$ cat config.mk
export PLATFORM = sky130hd
export DESIGN_NAME = combine_driver_flat
export DESIGN_NICKNAME = d
export VERILOG_FILES = /design/src/rtl/combine_driver_pkg.sv /design/src/rtl/combine_driver_if.sv /design/src/rtl/combine_driver_job_loader.sv /design/src/rtl/combine_driver.sv /design/src/flat_wrapper.sv
export SDC_FILE = /design/constraint.sdc
export NUM_CORES = 1
export LEC_CHECK = 0
export BUFFER_PORTS_ARGS = -buffer_cell sky130_fd_sc_hd__buf_2
export CORE_MARGIN = 1
export CORE_UTILIZATION = 51
export DETAILED_ROUTE_END_ITERATION = 8
export PLACE_DENSITY = 0.79
export SETUP_SLACK_MARGIN = 0.5
export SYNTH_ARGS = -nofsm -noshare
export SYNTH_HDL_FRONTEND = slang
export SYNTH_SLANG_ARGS = --single-unit
$ cat constraint.sdc
create_clock -name clock -period 1.6 [get_ports clock]
set_input_delay 0.08 -clock clock [delete_from_list [all_inputs] [get_ports clock]]
set_output_delay 0.08 -clock clock [all_outputs]
set_load 0.005 [all_outputs]
$ cat src/rtl/combine_driver_pkg.sv
// Shared types and constants for the combine-unit requester: FSM states and
// the byte layout of a job (header, then operands a..d).
package combine_driver_pkg;

    typedef enum logic [2:0] {
        LOAD,
        CLEAR,
        START,
        WAIT,
        HOLD
    } state_t;

    localparam int JOB_BYTES = 5;
    localparam int MODE_BIT  = 0;

    typedef logic [2:0] idx_t;

    localparam idx_t IDX_HDR = idx_t'(0);
    localparam idx_t IDX_A   = idx_t'(1);
    localparam idx_t IDX_B   = idx_t'(2);
    localparam idx_t IDX_C   = idx_t'(3);
    localparam idx_t IDX_D   = idx_t'(JOB_BYTES - 1);

endpackage

$ cat src/rtl/combine_driver_if.sv
// Bundle of the job byte stream, compute-unit control/operand bus and the
// result valid/ready channel. master = driver side, slave = environment side.
interface combine_driver_if #(
    parameter int WIDTH = 8
);
    logic             in_valid;
    logic [WIDTH-1:0] in_data;
    logic             in_ready;

    logic             unit_reset;
    logic             unit_start;
    logic             unit_mode;
    logic [WIDTH-1:0] unit_a;
    logic [WIDTH-1:0] unit_b;
    logic [WIDTH-1:0] unit_c;
    logic [WIDTH-1:0] unit_d;
    logic             unit_done;
    logic [WIDTH-1:0] unit_result;

    logic             out_valid;
    logic [WIDTH-1:0] out_data;
    logic             out_error;
    logic             out_ready;

    logic             busy;

    modport master (
        input  in_valid, in_data,
        output in_ready,
        output unit_reset, unit_start, unit_mode, unit_a, unit_b, unit_c, unit_d,
        input  unit_done, unit_result,
        output out_valid, out_data, out_error,
        input  out_ready,
        output busy
    );

    modport slave (
        output in_valid, in_data,
        input  in_ready,
        input  unit_reset, unit_start, unit_mode, unit_a, unit_b, unit_c, unit_d,
        output unit_done, unit_result,
        input  out_valid, out_data, out_error,
        output out_ready,
        input  busy
    );

endinterface

$ cat src/rtl/combine_driver_job_loader.sv
// Collects one job from the byte stream into the mode/operand registers and
// pulses job_complete in the cycle the final byte is accepted.
module combine_driver_job_loader
    import combine_driver_pkg::*;
#(
    parameter int WIDTH = 8
) (
    input  logic             clock,
    input  logic             reset,
    input  logic             load_en,
    input  logic             in_valid,
    input  logic [WIDTH-1:0] in_data,
    output logic             job_complete,
    output logic             mode,
    output logic [WIDTH-1:0] a,
    output logic [WIDTH-1:0] b,
    output logic [WIDTH-1:0] c,
    output logic [WIDTH-1:0] d
);

    idx_t cnt;
    logic take;

    assign take         = load_en && in_valid;
    assign job_complete = take && (cnt == IDX_D);

    // NOTE: state is written with <= so every register samples pre-edge values.
    always_ff @(posedge clock) begin
        if (reset) begin
            // NOTE: operands are reset explicitly so an aborted job leaves zeros on the unit.
            cnt  <= IDX_HDR;
            mode <= 1'b0;
            a    <= '0;
            b    <= '0;
            c    <= '0;
            d    <= '0;
        end else if (take) begin
            cnt <= job_complete ? IDX_HDR : idx_t'(cnt + 3'd1);
            case (cnt)
                IDX_HDR: mode <= in_data[MODE_BIT];
                IDX_A:   a    <= in_data;
                IDX_B:   b    <= in_data;
                IDX_C:   c    <= in_data;
                IDX_D:   d    <= in_data;
                default: ;
            endcase
        end
    end

endmodule

$ cat src/rtl/combine_driver.sv
// Requester-side sequencer for the combine unit: load job, clear, start,
// wait for done (with timeout), then hold the result until consumed.
module combine_driver
    import combine_driver_pkg::*;
#(
    parameter int WIDTH   = 8,
    parameter int TIMEOUT = 15
) (
    input  logic             clock,
    input  logic             reset,
    combine_driver_if.master bus
);

    localparam int CW = (TIMEOUT < 2) ? 1 : $clog2(TIMEOUT);
    typedef logic [CW-1:0] wcnt_t;
    localparam wcnt_t WAIT_LAST = wcnt_t'(TIMEOUT - 1);

    state_t           state, state_nx;
    wcnt_t            wait_cnt, wait_cnt_nx;
    logic [WIDTH-1:0] res_q, res_nx;
    logic             err_q, err_nx;
    logic             loading;
    logic             job_complete;
    logic             mode;
    logic [WIDTH-1:0] op_a, op_b, op_c, op_d;

    assign loading = (state == LOAD);

    combine_driver_job_loader #(.WIDTH(WIDTH)) u_job_loader (
        .clock        (clock),
        .reset        (reset),
        .load_en      (loading),
        .in_valid     (bus.in_valid),
        .in_data      (bus.in_data),
        .job_complete (job_complete),
        .mode         (mode),
        .a            (op_a),
        .b            (op_b),
        .c            (op_c),
        .d            (op_d)
    );

    always_ff @(posedge clock) begin
        if (reset) begin
            state    <= LOAD;
            wait_cnt <= '0;
            res_q    <= '0;
            err_q    <= 1'b0;
        end else begin
            state    <= state_nx;
            wait_cnt <= wait_cnt_nx;
            res_q    <= res_nx;
            err_q    <= err_nx;
        end
    end

    always_comb begin
        // NOTE: every output of this block gets a default first, so no latch is inferred.
        state_nx    = state;
        wait_cnt_nx = wait_cnt;
        res_nx      = res_q;
        err_nx      = err_q;
        case (state)
            LOAD:  if (job_complete) state_nx = CLEAR;
            CLEAR: state_nx = START;
            START: begin
                state_nx    = WAIT;
                wait_cnt_nx = '0;
            end
            WAIT: begin
                // Only the first done cycle is captured; the unit keeps updating afterwards.
                if (bus.unit_done) begin
                    res_nx   = bus.unit_result;
                    err_nx   = 1'b0;
                    state_nx = HOLD;
                end else if (wait_cnt == WAIT_LAST) begin
                    res_nx   = '0;
                    err_nx   = 1'b1;
                    state_nx = HOLD;
                end else begin
                    wait_cnt_nx = wcnt_t'(wait_cnt + 1'b1);
                end
            end
            HOLD:    if (bus.out_ready) state_nx = LOAD;
            default: state_nx = LOAD;
        endcase
    end

    // Handshake outputs decode registered state only; reset also holds the unit clear.
    assign bus.in_ready   = loading;
    assign bus.unit_reset = (state == CLEAR) || reset;
    assign bus.unit_start = (state == START);
    assign bus.out_valid  = (state == HOLD);
    assign bus.busy       = !loading;

    assign bus.unit_mode = mode;
    assign bus.unit_a    = op_a;
    assign bus.unit_b    = op_b;
    assign bus.unit_c    = op_c;
    assign bus.unit_d    = op_d;
    assign bus.out_data  = res_q;
    assign bus.out_error = err_q;

endmodule
$ cat src/flat_wrapper.sv
// flat-port wrapper written by rule: the top's interface ports become plain ports
module combine_driver_flat import combine_driver_pkg::*;
#(
    parameter int WIDTH   = 8,
    parameter int TIMEOUT = 15
)
  (clock, reset, bus_in_valid, bus_in_data, bus_in_ready, bus_unit_reset, bus_unit_start, bus_unit_mode, bus_unit_a, bus_unit_b, bus_unit_c, bus_unit_d, bus_unit_done, bus_unit_result, bus_out_valid, bus_out_data, bus_out_error, bus_out_ready, bus_busy);
  combine_driver_if #(.WIDTH(WIDTH)) bus_i ();
  input  logic clock;
  input  logic reset;
  input wire logic [$bits(bus_i.in_valid)-1:0] bus_in_valid;
  input wire logic [$bits(bus_i.in_data)-1:0] bus_in_data;
  output wire logic [$bits(bus_i.in_ready)-1:0] bus_in_ready;
  output wire logic [$bits(bus_i.unit_reset)-1:0] bus_unit_reset;
  output wire logic [$bits(bus_i.unit_start)-1:0] bus_unit_start;
  output wire logic [$bits(bus_i.unit_mode)-1:0] bus_unit_mode;
  output wire logic [$bits(bus_i.unit_a)-1:0] bus_unit_a;
  output wire logic [$bits(bus_i.unit_b)-1:0] bus_unit_b;
  output wire logic [$bits(bus_i.unit_c)-1:0] bus_unit_c;
  output wire logic [$bits(bus_i.unit_d)-1:0] bus_unit_d;
  input wire logic [$bits(bus_i.unit_done)-1:0] bus_unit_done;
  input wire logic [$bits(bus_i.unit_result)-1:0] bus_unit_result;
  output wire logic [$bits(bus_i.out_valid)-1:0] bus_out_valid;
  output wire logic [$bits(bus_i.out_data)-1:0] bus_out_data;
  output wire logic [$bits(bus_i.out_error)-1:0] bus_out_error;
  input wire logic [$bits(bus_i.out_ready)-1:0] bus_out_ready;
  output wire logic [$bits(bus_i.busy)-1:0] bus_busy;
  assign bus_i.in_valid = bus_in_valid;
  assign bus_i.in_data = bus_in_data;
  assign bus_in_ready = bus_i.in_ready;
  assign bus_unit_reset = bus_i.unit_reset;
  assign bus_unit_start = bus_i.unit_start;
  assign bus_unit_mode = bus_i.unit_mode;
  assign bus_unit_a = bus_i.unit_a;
  assign bus_unit_b = bus_i.unit_b;
  assign bus_unit_c = bus_i.unit_c;
  assign bus_unit_d = bus_i.unit_d;
  assign bus_i.unit_done = bus_unit_done;
  assign bus_i.unit_result = bus_unit_result;
  assign bus_out_valid = bus_i.out_valid;
  assign bus_out_data = bus_i.out_data;
  assign bus_out_error = bus_i.out_error;
  assign bus_i.out_ready = bus_out_ready;
  assign bus_busy = bus_i.busy;
  combine_driver #(.WIDTH(WIDTH), .TIMEOUT(TIMEOUT)) u_core (.clock(clock), .reset(reset), .bus(bus_i));
endmodule
==> out/qor.yml, run 1 <==
outcome:
  status: "finished with violations"
  violations: "negative hold slack"
critical_path:
  crit_required_ps: 1820
  end_kind: "flop"
  slowest_delay_ps: 360
  cp_cell_sequence: "buf_6, nor4b_4, and3_4, buf_8, mux2i_1"
  start_kind: "flop"
  cp_max_fo: 8
  critPathArrivalTime_ps: 1790
  cp_slowest_cell: "dfxtp_2"
  crit_type: "reg2reg"
route:
  via_per_inst: 5.94
  dr_wl_met2_um: 3810
  post_drt_wl_per_cell_um: 19.8
  drtPass1Iterations: 4
  top_layer: "met4"
  num_vias: 2330
  antenna_left: 0
  drc_errors: 0
  drtIter0Drc: 168
  wl_um: 7760
  wl_met3_um: 503
  drt-met1-wl_um: 3190
die:
  die_w_um: 68.5
  ioPinCount: 68
  initial_utilization_pct: 54.9
  die_h_um: 68.5
  core_area_sq_um: 4120
  dieArea_sq_um: 4700
  num_rows: 23
timing:
  whs_ps: -3.13
  rsz0062_at_grt: "true"
  fmax_mhz: 638
  skew_ps: 8.99
  finalSetupTns_ps: 0
  min_period_ps: 1570
  fin_crit_sh_pct: 97.9
  relSlewSlack_pct: 46.9
  slew_violations: 0
  setup_viol: 0
  tightest_slew_ps: 797
  final-hold-violation-count: 1
global_routing:
  grt.overflow.total: 0
  grt_pass1_vias: 1902
  grt_max_degree: 56
  grt_pass1_wl_um: 9250
  grtUsageTotal_pct: 27.1
  antenna_found_initial: 0
power:
  irDropWorstVdd_v: 0.000585
  p_per_area_nw_per_um2: 769
  power_leakage_nw: 1.54
clock_tree:
  htreeDepth: 2
  clockRootBuffer: "clkbuf_8"
  ctsLongestPathBuffers: 2
  clkTransAtPathRegs_ps: 90
  clock_sinks: 52
  clk_latency_ps: 320
  numCtsBuffers: 5
  tritoncts: "built"
logic_synthesis:
  async_flop_share_pct: 0
  syn_area_sq_um: 2260
  synth.most_common_cell: "dfxtp_1"
  synthCells: 243
  yosysWarnings: 0
  ys_types: 35
  synth_top_area_cell: "dfxtp_1"
  syn_nets: 271
  ys_top_cells_by_area: "dfxtp_1, mux2i_1, nand2b_1"
  synth_top_area_share_pct: 46.1
  ys_seq_area_share_pct: 46.1
  syn_avg_cell_area_sq_um: 9.29
  synth_edf_count: 0
  synth_common_cells: "dfxtp_1, nand2b_1, mux2i_1"
  synthFlopType: "dfxtp_1"
  synth_seq_cells: 52
layout:
  syn_to_final_growth_pct: 51.2
  nNetsFinal: 369
  drive_gt1_share_pct: 49.7
  diodes: 0
  nFillCells: 231
  final_cell_area_sq_um: 3420
worst_hold_path:
  hp-class: "in2reg"
place:
  dp_hpwl_um: 3600
  placed_area_sq_um: 2710
  gp_congestion: 0.736
  port_buffers: 67
run:
  cap_violations: 0
[state kept, by name, indices dropped and copies added, names as in the netlist]
register and count:
u_core.u_job_loader.cnt 3, u_core.bus.out_data 8, u_core.wait_cnt 4, u_core.state 3, u_core.u_job_loader.a 8, u_core.u_job_loader.mode 1
u_core.u_job_loader.b 8, u_core.u_job_loader.c 8, u_core.bus.out_error 1, u_core.u_job_loader.d 8
[layer usage]
| metal | track usage (%) | up-vias |
|---|---|---|
| li1 | - | 1046 |
| met1 | 34.6 | 1130 |
| met2 | 43.6 | 132 |
| met3 | 4.44 | 22 |
| met4 | 14.6 | 0 |
| met5 | 0 | - |
[what timing repair did]
item	4_1_cts	5_1_grt
hold buffers	0	0
setup endpoints to repair	57	57
gates cloned	2	2
setup buffers	11	16
resized for setup	34	56
pin swaps	7	23
[layout make-up]
type / instances / area [sq um] / area share (%)
Clock inverter: 3 / 46.3 / 1.36
Multi-Input combinational cell: 172 / 1430 / 41.8
Timing Repair Buffer: 105 / 732 / 21.4
Tap cell: 50 / 62.6 / 1.83
Clock buffer: 5 / 68.8 / 2.01
Sequential cell: 52 / 1060 / 31.1
Inverter: 5 / 18.8 / 0.549
[cells in the final DEF, fill, tap and decap left out, types with 6 or more instances in the layout]
cell	instances
buf_6	13
dfxtp_2	7
o21ai_2	9
nand3_1	7
buf_4	20
mux2i_1	25
a21oi_1	17
buf_2	66
nand2_1	11
dfxtp_1	42
nand2b_1	34
o21ai_1	6
[through the flow]
stage / utilization, % / setup WS [ps] / power [mW] / std cells / hold WS (ps)
after global routing: 83.0 / 11.4 / 2.70 / 392 / 10.2
after floorplan: - / 168 / 1.51 / 243 / 216
final: 83.0 / 33.4 / 2.63 / 392 / -3.13
after global placement: 65.8 / 163 / 1.60 / 353 / 322
after detailed placement: 65.8 / 108 / 1.60 / 353 / 328
after CTS: 74.1 / 165 / 2.55 / 374 / 0.0416
[power by group]
| part | switching, mW | internal [mW] |
|---|---|---|
| combinational | 0.185 | 0.172 |
| clock | 0.459 | 0.471 |
| sequential | 0.0217 | 1.32 |
| total | 0.665 | 1.96 |
[worst max-delay path, delay by kind of cell (launching register included)]
family	cells	cell delay, ps
AND/OR/NAND/NOR	2	560
flip-flops	1	360
buffers and inverters	2	280
multiplexers	1	280
[cells by family after synthesis]
family          count (synthesis)  share of synthesized area, %
flops                          52                          46.1
simple gates                   90                          23.5
buf+inv                        21                          3.88
mux                            25                          11.1
fa+ha+maj                       7                          3.88
compound gates                 48                          11.5
[path summary, 6_finish.rpt]
check                                      start                                     to  slack, ps  depth (start not counted)
max                 u_core.state[2]$_SDFFE_PP0P_  u_core.u_job_loader.a[6]$_SDFFE_PP0P_         30                          5
min                           bus_unit_result[5]    u_core.bus.out_data[5]$_SDFFE_PP0P_         -3                          3
max reg2reg         u_core.state[2]$_SDFFE_PP0P_  u_core.u_job_loader.a[6]$_SDFFE_PP0P_         30                          5
min reg2reg  u_core.bus.out_data[5]$_SDFFE_PP0P_    u_core.bus.out_data[5]$_SDFFE_PP0P_        460                          2
Power figures use the tool's default switching activity.
==> inputs of run 2 (changes only) <==
--- a/config.mk
+++ b/config.mk
@@ -6,6 +6,7 @@
 export NUM_CORES = 1
 export LEC_CHECK = 0
 export BUFFER_PORTS_ARGS = -buffer_cell sky130_fd_sc_hd__buf_2
+export CORE_ASPECT_RATIO = 0.6
 export CORE_MARGIN = 1
 export CORE_UTILIZATION = 51
 export DETAILED_ROUTE_END_ITERATION = 8
==> run 2 against run 1 <==
- critical path type unchanged
- clock skew about the same
- routed wire length is 16% lower
- largest power group unchanged
- combinational power shrank 14%
- via count decreased by 10%
- critical path depth unchanged
- final cell count decreased by 1.5%
- setup slack improved by 65 ps
- the run now ends clean
- die area increased by 0.19%
==> out/qor.yml, run 2 (synthesis gave the netlist of run 1 again) <==
outcome:
  status: "finished clean"
timing:
  fmax_mhz: 666  # +4.3%
  finalSetupTns_ps: 0  # unchanged
  min_period_ps: 1500  # -65.0 ps
  rsz0062_at_grt: "true"
  slew_violations: 0  # unchanged
  final-hold-violation-count: 0  # -1
  skew_ps: 8.55  # -0.435 ps
  relSlewSlack_pct: 55.1  # +8.2 points
  fin_crit_sh_pct: 93.8  # -4.1 points
  tightest_slew_ps: 673  # -124 ps
  setup_viol: 0  # unchanged
route:
  post_drt_wl_per_cell_um: 16.8  # -15%
  drc_errors: 0  # unchanged
  via_per_inst: 5.42  # -8.8%
  drtIter0Drc: 81  # -52%
  drtPass1Iterations: 4  # unchanged
  antenna_left: 0  # unchanged
  num_vias: 2092  # -10%
  wl_um: 6490  # -16%
critical_path:
  worstReg2RegStart: "u_core.state[2]$_SDFFE_PP0P_"
  startpoint: "u_core.state[2]$_SDFFE_PP0P_"
  critPathArrivalTime_ps: 1720  # -70 ps
  cp_cell_sequence: "buf_6, nand3b_1, buf_4, or4_4, o31ai_1"
  reg2reg_depth: 5  # unchanged
  crit_type: "reg2reg"
  end_kind: "flop"
  regToRegSetupSlack_ps: 100  # +70 ps
  start_kind: "flop"
  cp_slowest_cell: "or4_4"
  cp_max_fo: 6  # -2
  slowest_delay_ps: 410  # +50 ps
  worstSetupEndpoint: "u_core.wait_cnt[0]$_SDFFE_PP0P_"
  crit_required_ps: 1820  # about the same
  r2r_end: "u_core.wait_cnt[0]$_SDFFE_PP0P_"
layout:
  drive_gt1_share_pct: 42.3  # -7.4 points
  syn_to_final_growth_pct: 40.0
  fin_util_pct: 75.9  # -7.1 points
  final_cell_mix: "buf_2, dfxtp_1, nand2b_1, mux2i_1, a21oi_1"
  final_common_cell: "buf_2"
  nNetsFinal: 353  # -4.3%
  diodes: 0  # unchanged
global_routing:
  grtUsageTotal_pct: 26.8  # -0.29 points
  grt_max_degree: 48  # -14%
  grt.overflow.total: 0  # unchanged
  grt_pass1_vias: 1829  # -3.8%
  antenna_found_initial: 0  # unchanged
  grt_pass1_wl_um: 9230  # -0.15%
clock_tree:
  numCtsBuffers: 5  # unchanged
  clockRootBuffer: "clkbuf_8"
  clk_latency_ps: 310  # about the same
  clock_sinks: 52  # unchanged
  clkTransAtPathRegs_ps: 90  # about the same
  htreeDepth: 2  # unchanged
  tritoncts: "built"
  ctsLongestPathBuffers: 2  # unchanged
power:
  p_per_area_nw_per_um2: 809  # +5.2%
  power_leakage_nw: 1.42  # -7.5%
  irDropWorstVdd_v: 0.000645  # +10%
die:
  num_rows: 18  # -22%
  die_h_um: 53.5  # -22%
  initial_utilization_pct: 54.2  # -0.68 points
  core_area_sq_um: 4170  # +1.2%
  die_w_um: 87.9  # +28%
  ioPinCount: 68  # unchanged
  dieArea_sq_um: 4710  # +0.19%
place:
  dp_hpwl_um: 3880  # +7.8%
  port_buffers: 67  # unchanged
  gp_congestion: 0.780  # +6.0%
worst_hold_path:
  hp-class: "in2reg"
run:
  cap_violations: 0  # unchanged
## run 2: changes by cell type in the layout (fill, tap and decap cells not counted), moves of 2 or more
cell	before	now
nand2_1	11	13
buf_4	20	11
o21ai_2	9	4
nand2_2	3	1
buf_6	13	8
nand3_1	7	10
a21oi_1	17	20
nand3_2	4	2
o21ai_1	6	8
o21ai_0	2	5
a21oi_2	5	2
buf_8	4	1
## run 2: report_power, final
group / total, mW / internal, mW / switching, mW
sequential: 1.34 / 1.32 / 0.0202
combinational: 0.307 / 0.147 / 0.161
clock: 0.912 / 0.463 / 0.449
total: 2.56 / 1.93 / 0.630
## run 2: final cells by class
class | instances | area [sq um]
inverter | 5 | 18.8
clock buffer | 5 | 68.8
clock inverter | 3 | 42.5
fill | 300 | 1000
multi-input combinational | 172 | 1340
timing repair buffer | 89 | 553
sequential | 52 | 1060
tap | 60 | 75.1
## run 2: worst max-delay path: cells and delay by family, from the launching register on
kind                   cells  cell delay, ps
and+or+nand+nor            2             650
buffers and inverters      2             320
AOI/OAI and AO/OA          1              70
DFF                        1             370
## run 2: per-stage QoR
step	power [mW]	hold slack (ps)	setup slack (ps)	cells	area (sq um)
6_report	2.56	1.98	98.5	386	3160
5_1_grt	2.63	8.94	70.0	386	3160
4_1_cts	2.52	1.13	156	380	3040
3_5_place_dp	1.61	331	67.0	363	2720
3_3_place_gp	1.60	323	175	363	2720
2_1_floorplan	1.51	216	168	243	2340
## run 2: how the worst min path moves through the flow
stage / slack [ps] / start / to / depth (start not counted)
finish: 2 / bus_unit_result[6] / u_core.bus.out_data[6]$_SDFFE_PP0P_ / 3
global route: 9 / bus_unit_result[7] / u_core.bus.out_data[7]$_SDFFE_PP0P_ / 3
CTS: 1 / bus_unit_result[1] / u_core.bus.out_data[1]$_SDFFE_PP0P_ / 3
detailed placement: 330 / bus_unit_result[6] / u_core.bus.out_data[6]$_SDFFE_PP0P_ / 3
global placement: 320 / bus_unit_result[6] / u_core.bus.out_data[6]$_SDFFE_PP0P_ / 3
floorplan: 220 / bus_unit_result[0] / u_core.bus.out_data[0]$_SDFFE_PP0P_ / 2
## run 2: metal layers
layer  global-route usage, %  routed length, um  vias to the layer above
li1                        -                  -                     1008
met2                    39.9               2930                       81
met3                    7.06                416                        8
met5                       0                  0                        -
met1                    38.3               3070                      995
met4                    8.20                 70                        0
## run 2: repair_timing
item	CTS	global route
gates cloned	1	1
resized for setup	34	24
endpoints found under the hold margin	1	0
setup buffers	7	5
pin swaps	11	12
hold buffers	1	0
endpoints found under the setup margin	57	57
==> inputs of run 3 (changes only) <==
--- a/config.mk
+++ b/config.mk
@@ -8,9 +8,9 @@
 export BUFFER_PORTS_ARGS = -buffer_cell sky130_fd_sc_hd__buf_2
 export CORE_ASPECT_RATIO = 0.6
 export CORE_MARGIN = 1
-export CORE_UTILIZATION = 51
+export CORE_UTILIZATION = 42
 export DETAILED_ROUTE_END_ITERATION = 8
-export PLACE_DENSITY = 0.79
+export PLACE_DENSITY = 0.67
 export SETUP_SLACK_MARGIN = 0.5
 export SYNTH_ARGS = -nofsm -noshare
 export SYNTH_HDL_FRONTEND = slang
==> constraint.sdc (replaced) <==
create_clock -name clock -period 1.83 [get_ports clock]
set_input_delay 0.0915 -clock clock [delete_from_list [all_inputs] [get_ports clock]]
set_output_delay 0.0915 -clock clock [all_outputs]
set_load 0.005 [all_outputs]
==> run 3 against run 2 <==
- critical path depth is 2 lower
- register-to-register slack better by 290 ps
- count of clock-buffer cells in the layout stayed put
- core utilization is 14 points lower
- power is 3.1% lower
- sequential power is 13% lower
- final area is 0.20% higher
- die area is 21% higher
- via count is 4.7% lower
- non-clock buffer count stayed put
- hold slack better by 20 ps
- clock power is 16% higher
- critical path type unchanged
- critical endpoint is now u_core.u_job_loader.cnt[2]$_SDFFE_PP0P_
- largest cell class unchanged
- largest power group unchanged
==> out/qor.yml, run 3 (synthesis gave the netlist of run 1 again) <==
route:
  post_drt_wl_per_cell_um: 14.7  # -13%
  wl_um: 5720  # -12%
  drtPass1Iterations: 4  # unchanged
  drtIter0Drc: 89  # +9.9%
  num_vias: 1994  # -4.7%
  antenna_left: 0  # unchanged
  via_per_inst: 5.11  # -5.7%
  drc_errors: 0  # unchanged
global_routing:
  antenna_found_initial: 0  # unchanged
  grtUsageTotal_pct: 19.5  # -7.3 points
  grt.overflow.total: 0  # unchanged
  grt_max_degree: 64  # +33%
  grt_pass1_vias: 1813  # -0.87%
  grt_pass1_wl_um: 8780  # -4.9%
critical_path:
  crit_type: "reg2reg"
  worstReg2RegStart: "u_core.state[2]$_SDFFE_PP0P_"
  r2r_end: "u_core.u_job_loader.cnt[2]$_SDFFE_PP0P_"
  start_kind: "flop"
  regToRegSetupSlack_ps: 390  # +290 ps
  end_kind: "flop"
  cp_max_fo: 5  # -1
  crit_required_ps: 2050  # +230 ps
  reg2reg_depth: 3  # -2
  critPathArrivalTime_ps: 1660  # -60 ps
die:
  ioPinCount: 68  # unchanged
  dieArea_sq_um: 5680  # +21%
  core_area_sq_um: 5100  # +23%
  initial_utilization_pct: 44.2  # -10 points
  num_rows: 20  # +2
  die_w_um: 96.7  # +10%
  die_h_um: 58.8  # +9.8%
timing:
  tightest_slew_ps: 944  # +272 ps
  setup_viol: 0  # unchanged
  fin_crit_sh_pct: 78.8  # -15 points
  slew_violations: 0  # unchanged
  skew_ps: 5.29  # -3.26 ps
  rsz0062_at_grt: "true"
  final-hold-violation-count: 0  # unchanged
  min_period_ps: 1440  # -59.3 ps
  finalSetupTns_ps: 0  # unchanged
  fmax_mhz: 693  # +4.1%
  relSlewSlack_pct: 37.0  # -18 points
  whs_ps: 22.0  # +20.0 ps
clock_tree:
  clockRootBuffer: "clkbuf_8"
  ctsHoldBuffers: 0  # -1
  clock_sinks: 52  # unchanged
  tritoncts: "built"
  clkTransAtPathRegs_ps: 90  # about the same
  ctsLongestPathBuffers: 2  # unchanged
  clk_latency_ps: 300  # about the same
  numCtsBuffers: 5  # unchanged
  htreeDepth: 2  # unchanged
outcome:
  status: "finished clean"
layout:
  syn_to_final_growth_pct: 40.3
  final_common_cell: "buf_2"
  diodes: 0  # unchanged
  final_cell_mix: "buf_2, dfxtp_1, nand2b_1, mux2i_1, a21oi_1"
  final_cell_area_sq_um: 3170  # +0.20%
  nNetsFinal: 351  # -0.57%
  drive_gt1_share_pct: 42.9  # +0.57 points
power:
  irDropWorstVdd_v: 0.000430  # -33%
  power_leakage_nw: 1.44  # +1.2%
  p_per_area_nw_per_um2: 782  # -3.3%
worst_hold_path:
  holdPathEnd: "u_core.bus.out_data[4]$_SDFFE_PP0P_"
  whs_path_depth: 3  # unchanged
  min-delay-start: "bus_unit_result[4]"
  hp-class: "in2reg"
run:
  cap_violations: 0  # unchanged
place:
  gp_congestion: 0.759  # -2.7%
  placed_area_sq_um: 2660  # -2.3%
  dp_hpwl_um: 3720  # -4.1%
  port_buffers: 67  # unchanged
==> run 3: per-stage QoR <==
stage	power [mW]	cells	utilization, %	worst slack (ps)
2_1_floorplan	1.32	243	-	398
3_3_place_gp	1.39	365	52.0	317
3_5_place_dp	1.40	365	52.0	254
4_1_cts	2.47	385	59.0	402
5_1_grt	2.57	390	62.1	356
6_report	2.48	390	62.1	388
==> run 3: layout make-up <==
| class | instances | area, sq um |
|---|---|---|
| Multi-Input combinational cell | 170 | 1310 |
| Fill cell | 446 | 1940 |
| Clock inverter | 3 | 90.1 |
| Tap cell | 66 | 82.6 |
| Inverter | 5 | 18.8 |
| Sequential cell | 52 | 1060 |
| Clock buffer | 5 | 68.8 |
| Timing Repair Buffer | 89 | 543 |
==> run 3: critical path: stages, from the launching register on <==
cell,delay [ps]
dfxtp_4,370
or4b_4,550
or3_1,310
a21oi_1,120
==> run 3: per-layer routing <==
layer | GRT usage (%) | up-vias | routed length [um]
met2 | 29.3 | 44 | 2410
met1 | 28.0 | 933 | 2990
li1 | - | 1008 | -
met3 | 4.63 | 9 | 241
met4 | 5.76 | 0 | 76
met5 | 0 | - | 0
==> run 3: power by group <==
group	switching, mW	internal [mW]	total [mW]
Combinational	0.128	0.118	0.246
Sequential	0.0167	1.15	1.17
Clock	0.379	0.683	1.06
==> run 3: timing repair <==
action                     in CTS  in global routing
resized for setup              30                 34
setup endpoints to repair      43                 54
gates cloned                    0                  1
buffers inserted               12                  4
pin swaps                       9                  9
==> run 3: worst max path at each step <==
| stage | end | slack (ps) | startpoint | cells past startpoint |
|---|---|---|---|---|
| 2_1_floorplan | u_core.u_job_loader.cnt[2]$_SDFFE_PP0P_ | 400 | u_core.state[1]$_SDFFE_PP0P_ | 4 |
| 3_3_place_gp | u_core.u_job_loader.c[4]$_SDFFE_PP0P_ | 320 | u_core.state[2]$_SDFFE_PP0P_ | 3 |
| 5_1_grt | u_core.u_job_loader.d[0]$_SDFFE_PP0P_ | 360 | u_core.state[2]$_SDFFE_PP0P_ | 4 |
| 4_1_cts | u_core.u_job_loader.cnt[2]$_SDFFE_PP0P_ | 400 | u_core.state[2]$_SDFFE_PP0P_ | 3 |
| 3_5_place_dp | u_core.u_job_loader.c[2]$_SDFFE_PP0P_ | 250 | u_core.state[2]$_SDFFE_PP0P_ | 3 |
| 6_report | u_core.u_job_loader.cnt[2]$_SDFFE_PP0P_ | 390 | u_core.state[2]$_SDFFE_PP0P_ | 3 |
